--- src/rtl/stopwatch_pkg.sv ---
// Shared types, limits and helpers for the stopwatch_timer slice.
package stopwatch_pkg;

    localparam int unsigned BCD_W = 4;

    typedef logic [BCD_W-1:0] bcd_t;

    localparam bcd_t SEC_L_MAX = 4'd5;
    localparam bcd_t DIGIT_MAX = 4'd9;

    // Count direction, taken straight from the mode_down pin
    typedef enum logic {
        MODE_UP   = 1'b0,
        MODE_DOWN = 1'b1
    } count_mode_e;

    // Display order: {min_l, min_r, sec_l, sec_r}
    typedef struct packed {
        bcd_t min_l;
        bcd_t min_r;
        bcd_t sec_l;
        bcd_t sec_r;
    } bcd_time_t;

    // Saturate a BCD digit to an upper limit
    function automatic bcd_t bcd_clamp(input bcd_t val, input bcd_t max_val);
        return (val > max_val) ? max_val : val;
    endfunction

endpackage

--- src/rtl/stopwatch_timer_bcd_digit.sv ---
// One mod-(n+1) BCD digit counting up or down, with synchronous load.
// carry/borrow flag that this digit rolls over on the current enable,
// so the next digit can be enabled from them in the same cycle.
module bcd_digit
    import stopwatch_pkg::*;
(
    input  logic clk,
    input  logic rst,
    input  logic en,
    input  logic dir,
    input  logic ld,
    input  bcd_t ld_val,
    input  bcd_t n,
    output bcd_t q,
    output logic carry,
    output logic borrow
);

    // Digit register: load has priority over counting
    always_ff @(posedge clk or posedge rst) begin
        if (rst) begin
            q <= '0;
        end else if (ld) begin
            q <= ld_val;
        end else if (en) begin
            if (dir == MODE_DOWN) begin
                q <= (q == '0) ? n : q - bcd_t'(1);
            end else begin
                q <= (q >= n) ? '0 : q + bcd_t'(1);
            end
        end
    end

    assign carry  = en && (dir == MODE_UP)   && (q >= n);
    assign borrow = en && (dir == MODE_DOWN) && (q == '0);

endmodule

--- src/rtl/stopwatch_timer.sv ---
// MM:SS BCD stopwatch / countdown timer with internal tick prescaler.
// Optional lap freeze is built when STOPWATCH_LAP_EN is defined; otherwise
// lap is ignored and lap_active is tied low.
module stopwatch_timer
    import stopwatch_pkg::*;
#(
    parameter int unsigned TICK_DIV = 100_000_000,
    parameter int unsigned DIGIT_W  = 5,
    parameter int unsigned MAX_MIN  = 99,
    parameter bit          WRAP     = 1'b0
) (
    input  logic               clk,
    input  logic               rst,
    input  logic               paused,
    input  logic               mode_down,
    input  logic               load,
    input  logic [15:0]        load_bcd,
    input  logic               lap,
    output logic [DIGIT_W-1:0] min_l,
    output logic [DIGIT_W-1:0] min_r,
    output logic [DIGIT_W-1:0] sec_l,
    output logic [DIGIT_W-1:0] sec_r,
    output logic               tick,
    output logic               done,
    output logic               lap_active
);

    localparam int unsigned PRE_W = (TICK_DIV > 1) ? $clog2(TICK_DIV) : 1;
    localparam logic [PRE_W-1:0] PRE_LAST = PRE_W'(TICK_DIV - 1);

    localparam bcd_t MAX_ML = bcd_t'(MAX_MIN / 10);
    localparam bcd_t MAX_MR = bcd_t'(MAX_MIN % 10);

    localparam bcd_time_t TERM_TIME = '{min_l: MAX_ML, min_r: MAX_MR,
                                        sec_l: SEC_L_MAX, sec_r: DIGIT_MAX};
    localparam bcd_time_t ONE_TIME  = '{min_l: 4'd0, min_r: 4'd0,
                                        sec_l: 4'd0, sec_r: 4'd1};

    logic [PRE_W-1:0] pre;
    logic             tick_i;
    count_mode_e      dir;

    bcd_time_t        live;
    bcd_time_t        shown;
    bcd_time_t        ld_time;
    bcd_time_t        dig_val;

    bcd_t             q_ml, q_mr, q_sl, q_sr;
    logic             c_sr, b_sr, c_sl, b_sl, c_mr, b_mr;
    logic             unused_ml_carry, unused_ml_borrow;

    logic             at_term, at_zero, at_one, at_stop;
    logic             wrap_ld, cnt_en, dig_ld;

    // Prescaler: free-running unless paused; load restarts the period
    always_ff @(posedge clk or posedge rst) begin
        if (rst) begin
            pre <= '0;
        end else if (load) begin
            pre <= '0;
        end else if (!paused) begin
            pre <= (pre == PRE_LAST) ? '0 : pre + PRE_W'(1);
        end
    end

    assign tick_i = (pre == PRE_LAST) && !paused;
    assign tick   = tick_i;
    assign dir    = mode_down ? MODE_DOWN : MODE_UP;

    // Preset clamping: each digit to 9, tens of seconds to 5, minutes to MAX_MIN
    always_comb begin
        ld_time.sec_r = bcd_clamp(load_bcd[3:0],   DIGIT_MAX);
        ld_time.sec_l = bcd_clamp(load_bcd[7:4],   SEC_L_MAX);
        ld_time.min_r = bcd_clamp(load_bcd[11:8],  DIGIT_MAX);
        ld_time.min_l = bcd_clamp(load_bcd[15:12], DIGIT_MAX);
        if ((ld_time.min_l > MAX_ML) ||
            ((ld_time.min_l == MAX_ML) && (ld_time.min_r > MAX_MR))) begin
            ld_time.min_l = MAX_ML;
            ld_time.min_r = MAX_MR;
        end
    end

    assign live    = '{min_l: q_ml, min_r: q_mr, sec_l: q_sl, sec_r: q_sr};
    assign at_term = (live == TERM_TIME);
    assign at_zero = (live == '0);
    assign at_one  = (live == ONE_TIME);
    assign at_stop = (dir == MODE_UP) ? at_term : at_zero;

    // Terminal handling stays out of the digit chain: counting is gated at the
    // end points, and the up-mode wrap reuses the digit load path with zero.
    assign wrap_ld = tick_i && (dir == MODE_UP) && at_term && WRAP;
    assign cnt_en  = tick_i && !load && !at_stop;
    assign dig_ld  = load || wrap_ld;
    assign dig_val = load ? ld_time : '0;

    bcd_digit u_sec_r (
        .clk    (clk),
        .rst    (rst),
        .en     (cnt_en),
        .dir    (dir),
        .ld     (dig_ld),
        .ld_val (dig_val.sec_r),
        .n      (DIGIT_MAX),
        .q      (q_sr),
        .carry  (c_sr),
        .borrow (b_sr)
    );

    bcd_digit u_sec_l (
        .clk    (clk),
        .rst    (rst),
        .en     (c_sr | b_sr),
        .dir    (dir),
        .ld     (dig_ld),
        .ld_val (dig_val.sec_l),
        .n      (SEC_L_MAX),
        .q      (q_sl),
        .carry  (c_sl),
        .borrow (b_sl)
    );

    bcd_digit u_min_r (
        .clk    (clk),
        .rst    (rst),
        .en     (c_sl | b_sl),
        .dir    (dir),
        .ld     (dig_ld),
        .ld_val (dig_val.min_r),
        .n      (DIGIT_MAX),
        .q      (q_mr),
        .carry  (c_mr),
        .borrow (b_mr)
    );

    bcd_digit u_min_l (
        .clk    (clk),
        .rst    (rst),
        .en     (c_mr | b_mr),
        .dir    (dir),
        .ld     (dig_ld),
        .ld_val (dig_val.min_l),
        .n      (DIGIT_MAX),
        .q      (q_ml),
        .carry  (unused_ml_carry),
        .borrow (unused_ml_borrow)
    );

    // Sticky terminal flag: set on a tick at the end point or on reaching 00:00
    always_ff @(posedge clk or posedge rst) begin
        if (rst) begin
            done <= 1'b0;
        end else if (load) begin
            done <= 1'b0;
        end else if (tick_i && (at_stop || ((dir == MODE_DOWN) && at_one))) begin
            done <= 1'b1;
        end
    end

`ifdef STOPWATCH_LAP_EN
    logic      lap_q;
    bcd_time_t snap;

    // Lap freeze: capture the live count when entering, release when leaving
    always_ff @(posedge clk or posedge rst) begin
        if (rst) begin
            lap_q <= 1'b0;
            snap  <= '0;
        end else if (load) begin
            lap_q <= 1'b0;
        end else if (lap) begin
            lap_q <= !lap_q;
            if (!lap_q) begin
                snap <= live;
            end
        end
    end

    assign shown      = lap_q ? snap : live;
    assign lap_active = lap_q;
`else
    logic unused_lap;

    assign unused_lap = lap;
    assign shown      = live;
    assign lap_active = 1'b0;
`endif

    assign min_l = DIGIT_W'(shown.min_l);
    assign min_r = DIGIT_W'(shown.min_r);
    assign sec_l = DIGIT_W'(shown.sec_l);
    assign sec_r = DIGIT_W'(shown.sec_r);

endmodule

--- config.mk ---
export PLATFORM = sky130hd
export DESIGN_NAME = stopwatch_timer
export DESIGN_NICKNAME = d
export VERILOG_FILES = /design/src/rtl/stopwatch_pkg.sv /design/src/rtl/stopwatch_timer_bcd_digit.sv /design/src/rtl/stopwatch_timer.sv
export SDC_FILE = /design/constraint.sdc
export NUM_CORES = 1
export LEC_CHECK = 0
export CAP_MARGIN = 20
export CORE_MARGIN = 3
export CORE_UTILIZATION = 50
export DETAILED_ROUTE_END_ITERATION = 7
export GPL_ROUTABILITY_DRIVEN = 0
export PLACE_DENSITY = 0.86
export SKIP_CTS_REPAIR_TIMING = 1
export SYNTH_ARGS = -nofsm -noshare
export SYNTH_HDL_FRONTEND = slang
export SYNTH_HIERARCHICAL = 1
export SYNTH_SLANG_ARGS = --single-unit
--- constraint.sdc ---
create_clock -name clk -period 3.8 [get_ports clk]
set_input_delay 0.95 -clock clk [delete_from_list [all_inputs] [get_ports clk]]
set_output_delay 0.95 -clock clk [all_outputs]
set_load 0.1 [all_outputs]
==> impl_table.tex, run 1 <==
\begin{tabular}{lr}
\hline
Metric & Value \\
\hline
\multicolumn{2}{l}{\textbf{Critical path}} \\
Largest fanout of any net on the critical path & 6 \\
Crit path kind & reg -> reg \\
CP startpoint kind & flip-flop \\
Endpoint required time on the critical path & 3.97 ns \\
Arrival time worst endpoint & 3.73 ns \\
Critical path capture point type & flip-flop \\
Worst-case register-to-register setup slack & around 0.23 ns \\
\multicolumn{2}{l}{\textbf{Timing}} \\
Worst slew margin & 0.351 \\
Total count of hold-check failures in the final report & 0 \\
Portion of the clock cycle consumed by the worst path in the final layout & 0.939 \\
Final Critical Period & 3.57 ns \\
Final Slew Violations & 0 \\
Finish-stage setup viols & 0 \\
RSZ-0062 raised after global routing & false \\
Max Clk Rate & between 200 and 300 MHz \\
Final worst clock skew & $\sim$0.0080 ns \\
Slew at the pin closest to its max-slew limit & 0.970 ns \\
Setup TNS & 0 ns \\
\multicolumn{2}{l}{\textbf{Die}} \\
Die boundary height & between 90 and 100 um \\
Total Die Area & 0.00852 mm\^{}2 \\
Number of standard-cell rows in the floorplan & 30 \\
Initial core utilization & 0.531 \\
Chip width & 92.3 um \\
Top-level port count & between 40 and 50 \\
Standard cell core area & 0.00702 mm\^{}2 \\
\multicolumn{2}{l}{\textbf{GRT}} \\
Residual overflow from global routing & 0 \\
Total Routing Usage GR & 0.207 \\
Vias in the first global route & 3317 \\
Number of antenna violations at the first check in global routing & 0 \\
First-pass GRT wire length & 14.8 mm \\
Pin count of the biggest net entering global routing & 59 \\
\multicolumn{2}{l}{\textbf{Clock network}} \\
Clock tree root buffer cell & sky130\_fd\_sc\_hd\_\_clkbuf\_8 \\
Inserted Clock Buffers & 5 \\
Level count of the clock H-tree & 2 \\
Clock buffer depth & 2 \\
Number of sinks driven by the clock tree & 44 \\
CTS tree & yes \\
Clock Latency Late Sink & 0.29 ns \\
Clock Pin Slew Worst Setup and Hold Paths & 0.08 ns \\
\multicolumn{2}{l}{\textbf{Cells and area}} \\
Number of nets at the end of the flow & 575 \\
Final cell count without fillers & roughly 630 \\
Finished Cell Area & 0.00456 mm\^{}2 \\
Antenna diodes & 0 \\
Highest-count cells in the layout ignoring fill and taps & sky130\_fd\_sc\_hd\_\_nor2\_1 (47), sky130\_fd\_sc\_hd\_\_conb\_1 (38), sky130\_fd\_sc\_hd\_\_nand2\_1 (33) \\
Most common library cell in the layout ignoring fill and taps & sky130\_fd\_sc\_hd\_\_nor2\_1 \\
Syn-to-layout area delta & 22.5\% \\
Share of final-layout standard cells stronger than drive strength 1 & 0.153 \\
\multicolumn{2}{l}{\textbf{Placed design}} \\
Cells after DPL & 612 \\
Total placed instance area & roughly 0.0044 mm\^{}2 \\
Number of buffers inserted by port buffering & 38 \\
Half-perimeter wire length after detailed placement & 6.51 mm \\
\multicolumn{2}{l}{\textbf{Synthesis}} \\
Synthesis Warnings & 6 \\
Syn Inst Count & 448 \\
Combined area of all synthesized cells & 0.00372 mm\^{}2 \\
Mean post-synth cell area & approximately 8.3 um\^{}2 \\
\multicolumn{2}{l}{\textbf{Power}} \\
Overall power after layout & between 1 and 1.5 mW \\
Pwr Density & 262 mW/mm\^{}2 \\
Leakage & 1.99 nW \\
Worst vdd rail ir drop & 0.179 mV \\
\multicolumn{2}{l}{\textbf{Drt}} \\
Initial DRC Count & 254 \\
Router iterations before antenna repair & 4 \\
Wire length per cell & roughly 14 um \\
Count of nets left with antenna violations after detail routing & 0 \\
DRC errors left & 0 \\
Via Count & approximately 3.6k \\
Total wire length & 8.97 mm \\
Vias per cell & approximately 5.7 \\
\multicolumn{2}{l}{\textbf{Min path}} \\
Type of the worst min-delay path & reg -> reg \\
\multicolumn{2}{l}{\textbf{Outcome}} \\
Run status & complete, no violations \\
\multicolumn{2}{l}{\textbf{Flow run}} \\
Number of max-cap violations & 0 \\
\hline
\end{tabular}
[per-layer routing]
layer | vias up | part of all wire | track usage
met5 | - | 0 | 0
met4 | 0 | 0.012 | 0.0668
met3 | 10 | 0.057 | 0.0276
met2 | 141 | 0.49 | 0.351
met1 | 1679 | 0.44 | 0.274
li1 | 1751 | - | -
[final cells by class]
type | count | area (um^2)
multi-input cells | 390 | 2620
fillers | 584 | 2460
flip-flops and latches | 44 | 1120
repair buffers | 57 | 505
well taps | 96 | 120
inverters | 30 | 113
clock buffers | 6 | 72.6
clock inverters | 2 | 12.5
[sequential cells by signal, summed over array words and instances (netlist names)]
name and count:
done 1, pre 27, u_min_l/q 4, u_min_r/q 4
u_sec_l/q 4, u_sec_r/q 4
[power by group]
part           leakage, nW  internal (mW)  switching, mW  total [mW]
logic                 1.37          0.130          0.259       0.388
clock network       0.0412          0.129          0.160       0.288
registers            0.576          0.484         0.0355       0.519
total                 1.99          0.742          0.454        1.20
[stage by stage]
stage           util  hold slack (ns)  setup WS (ns)
2_1_floorplan      -            0.513         -0.105
3_3_place_gp   0.625            0.481         -0.147
3_5_place_dp   0.625            0.483         -0.211
4_1_cts        0.637            0.503         0.0963
5_1_grt        0.650            0.569         0.0100
6_report       0.650            0.495          0.233
[worst max-delay path, cell delays in order (launching register included)]
cell                        delay [ns]
sky130_fd_sc_hd__dfrtp_2          0.41
sky130_fd_sc_hd__inv_1            0.14
sky130_fd_sc_hd__ha_1             0.25
sky130_fd_sc_hd__or3b_2           0.49
sky130_fd_sc_hd__a221oi_1         0.49
sky130_fd_sc_hd__nor3b_2          0.09
sky130_fd_sc_hd__or2_4            0.25
sky130_fd_sc_hd__nor3b_2          0.15
sky130_fd_sc_hd__or2_4            0.25
sky130_fd_sc_hd__nand2_1          0.13
sky130_fd_sc_hd__nor2_2           0.06
sky130_fd_sc_hd__or2_4            0.27
sky130_fd_sc_hd__nand2_1          0.09
sky130_fd_sc_hd__a2111oi_2        0.04
sky130_fd_sc_hd__a211oi_1         0.24
sky130_fd_sc_hd__a21oi_1          0.10
[worst paths after layout]
check	start	endpoint	depth (start not counted)
setup / recovery	u_sec_r/q[0]	u_min_l/q[3]	15
setup reg to reg	u_sec_r/q[0]	u_min_l/q[3]	15
hold reg to reg	done	done	2
min in group asynchronous	rst	u_min_r/q[0]	2
hold / removal	done	done	2
max in group asynchronous	rst	pre[8]	3
(Power assumes the default switching activity.)
==> run 2, diff against run 1 <==
Settings changed: SKIP_LAST_GASP set to 1.
==> results of run 2 <==
Same layout as run 1: the final DEF is identical, and so are final timing and power.
==> run 3, diff against run 2 <==
Settings changed: CORE_MARGIN 3 to 2.
==> impl_table.tex, run 3 (synthesis results as in run 1) <==
\begin{tabular}{lr}
\hline
Metric & Value \\
\hline
\multicolumn{2}{l}{\textbf{GRT}} \\
First-pass GRT wire length & between 15 and 20 mm \\
Vias in the first global route & 3376 \\
Number of antenna violations at the first check in global routing & 0 \\
Total Routing Usage GR & 0.215 \\
Pin count of the biggest net entering global routing & 60 \\
Residual overflow from global routing & 0 \\
\multicolumn{2}{l}{\textbf{Drt}} \\
Router iterations before antenna repair & 4 \\
Count of nets left with antenna violations after detail routing & 0 \\
DRC errors left & 0 \\
Total wire length & 9.18 mm \\
Initial DRC Count & 235 \\
Via Count & 3604 \\
Wire length per cell & 14.6 um \\
Vias per cell & 5.72 \\
\multicolumn{2}{l}{\textbf{Timing}} \\
Finish-stage setup viols & 0 \\
Portion of the clock cycle consumed by the worst path in the final layout & 0.936 \\
Total count of hold-check failures in the final report & 0 \\
Setup TNS & 0 ns \\
Final worst clock skew & 0.0116 ns \\
Final Slew Violations & 0 \\
Max Clk Rate & 281 MHz \\
Worst slew margin & 0.347 \\
Final Critical Period & 3.56 ns \\
Slew at the pin closest to its max-slew limit & about 0.98 ns \\
\multicolumn{2}{l}{\textbf{Cells and area}} \\
Filler Cell Count & roughly 640 \\
Highest-count cells in the layout ignoring fill and taps & sky130\_fd\_sc\_hd\_\_nor2\_1 (48), sky130\_fd\_sc\_hd\_\_conb\_1 (38), sky130\_fd\_sc\_hd\_\_nand2\_1 (33) \\
Most flop-heavy register & pre \\
Share of final-layout standard cells stronger than drive strength 1 & 0.151 \\
Number of nets at the end of the flow & 577 \\
Antenna diodes & 0 \\
Number of flip-flops under the largest register name & 27 \\
Final core utilization & 0.636 \\
Syn-to-layout area delta & 23.2\% \\
Most common library cell in the layout ignoring fill and taps & sky130\_fd\_sc\_hd\_\_nor2\_1 \\
\multicolumn{2}{l}{\textbf{Critical path}} \\
Endpoint required time on the critical path & 3.98 ns \\
Buffers and inverters on the worst path & 1 \\
Max stage delay cell, worst path & sky130\_fd\_sc\_hd\_\_or4b\_4 \\
Arrival time worst endpoint & 3.74 ns \\
Peak per-stage delay on the critical path & 0.55 ns \\
Largest delay contributor family on the critical path & simple AND/OR/NAND/NOR gates \\
Largest fanout of any net on the critical path & 6 \\
Crit path kind & reg -> reg \\
Critical Path Most Common Cell & sky130\_fd\_sc\_hd\_\_or2\_4 \\
CP startpoint kind & flip-flop \\
Cells along the critical path & or4b\_4, nor4\_4, and4b\_4, nor3b\_4, nand2\_1, nor2\_1, or2\_4, nand2\_1, nor2\_1, or2\_4, nor3b\_2, or2\_4, buf\_4, o21ai\_0, a211oi\_1, a21oi\_1 \\
Critical path capture point type & flip-flop \\
\multicolumn{2}{l}{\textbf{Min path}} \\
Type of the worst min-delay path & reg -> reg \\
\multicolumn{2}{l}{\textbf{Clock network}} \\
Clock Pin Slew Worst Setup and Hold Paths & 0.08 ns \\
Inserted Clock Buffers & 5 \\
Level count of the clock H-tree & 2 \\
Clock buffer depth & 2 \\
CTS tree & yes \\
Clock tree root buffer cell & sky130\_fd\_sc\_hd\_\_clkbuf\_8 \\
Number of sinks driven by the clock tree & 44 \\
Clock Latency Late Sink & 0.30 ns \\
\multicolumn{2}{l}{\textbf{Placed design}} \\
Number of buffers inserted by port buffering & 38 \\
Half-perimeter wire length after detailed placement & approximately 6.6 mm \\
\multicolumn{2}{l}{\textbf{Power}} \\
Worst vdd rail ir drop & about 0.17 mV \\
Pwr Density & roughly 260 mW/mm\^{}2 \\
Leakage & 1.99 nW \\
\multicolumn{2}{l}{\textbf{Die}} \\
Standard cell core area & around 0.0072 mm\^{}2 \\
Total Die Area & 0.00816 mm\^{}2 \\
Chip width & 90.3 um \\
Number of standard-cell rows in the floorplan & 31 \\
Initial core utilization & 0.516 \\
Top-level port count & 45 \\
Die boundary height & between 90 and 100 um \\
\multicolumn{2}{l}{\textbf{Outcome}} \\
Run status & complete, no violations \\
\multicolumn{2}{l}{\textbf{Flow run}} \\
Number of max-cap violations & 0 \\
\hline
\end{tabular}
-- run 3: cell type report --
| class | instances | area (um^2) | area share |
|---|---|---|---|
| multi-input combinational | 390 | 2620 | 0.572 |
| clock buffer | 6 | 72.6 | 0.0158 |
| timing repair buffer | 59 | 526 | 0.115 |
| clock inverter | 2 | 12.5 | 0.00273 |
| tap | 99 | 124 | 0.0270 |
| sequential | 44 | 1120 | 0.244 |
| inverter | 30 | 113 | 0.0245 |
-- run 3: final timing paths --
kind | from | cells after the start | slack [ns] | end
worst max-delay path | pre[8] | 16 | 0.24 | u_min_l/q[3]
worst min-delay path | done | 2 | 0.55 | done
worst max register to register | pre[8] | 16 | 0.24 | u_min_l/q[3]
worst min register to register | done | 2 | 0.55 | done
max in group asynchronous | rst | 3 | 1.93 | pre[8]
min in group asynchronous | rst | 2 | 0.99 | u_min_l/q[1]
-- run 3: worst reg2reg max path: stages (launching register included) --
cell                       delay (ns)
sky130_fd_sc_hd__dfrtp_2         0.44
sky130_fd_sc_hd__or4b_4          0.55
sky130_fd_sc_hd__nor4_4          0.36
sky130_fd_sc_hd__and4b_4         0.29
sky130_fd_sc_hd__nor3b_4         0.25
sky130_fd_sc_hd__nand2_1         0.10
sky130_fd_sc_hd__nor2_1          0.11
sky130_fd_sc_hd__or2_4           0.14
sky130_fd_sc_hd__nand2_1         0.06
sky130_fd_sc_hd__nor2_1          0.11
sky130_fd_sc_hd__or2_4           0.16
sky130_fd_sc_hd__nor3b_2         0.17
sky130_fd_sc_hd__or2_4           0.17
sky130_fd_sc_hd__buf_4           0.13
sky130_fd_sc_hd__o21ai_0         0.07
sky130_fd_sc_hd__a211oi_1        0.22
sky130_fd_sc_hd__a21oi_1         0.10
-- run 3: power breakdown --
part	leakage (nW)	internal, mW	switching, mW
clock	0.0412	0.129	0.162
sequential	0.576	0.484	0.0337
combinational	1.38	0.130	0.261
-- run 3: layer usage --
| metal | track usage | wire, um | up-vias |
|---|---|---|---|
| met5 | 0 | 0 | - |
| met3 | 0.0275 | 406 | 15 |
| met2 | 0.388 | 4720 | 101 |
| li1 | - | - | 1755 |
| met4 | 0.0513 | 119 | 0 |
| met1 | 0.273 | 3940 | 1733 |
-- run 3: per-stage QoR --
stage | hold slack, ns | total power [mW] | cell area (um^2) | cells | setup slack, ns
final | 0.546 | 1.20 | 4590 | 630 | 0.243
after global routing | 0.573 | 1.25 | 4590 | 630 | -0.0220
after CTS | 0.546 | 1.19 | 4500 | 626 | 0.0222
after detailed placement | 0.528 | 0.908 | 4420 | 618 | -0.309
after global placement | 0.525 | 0.896 | 4420 | 618 | -0.229
after floorplan | 0.513 | 0.809 | 3960 | 484 | -0.105
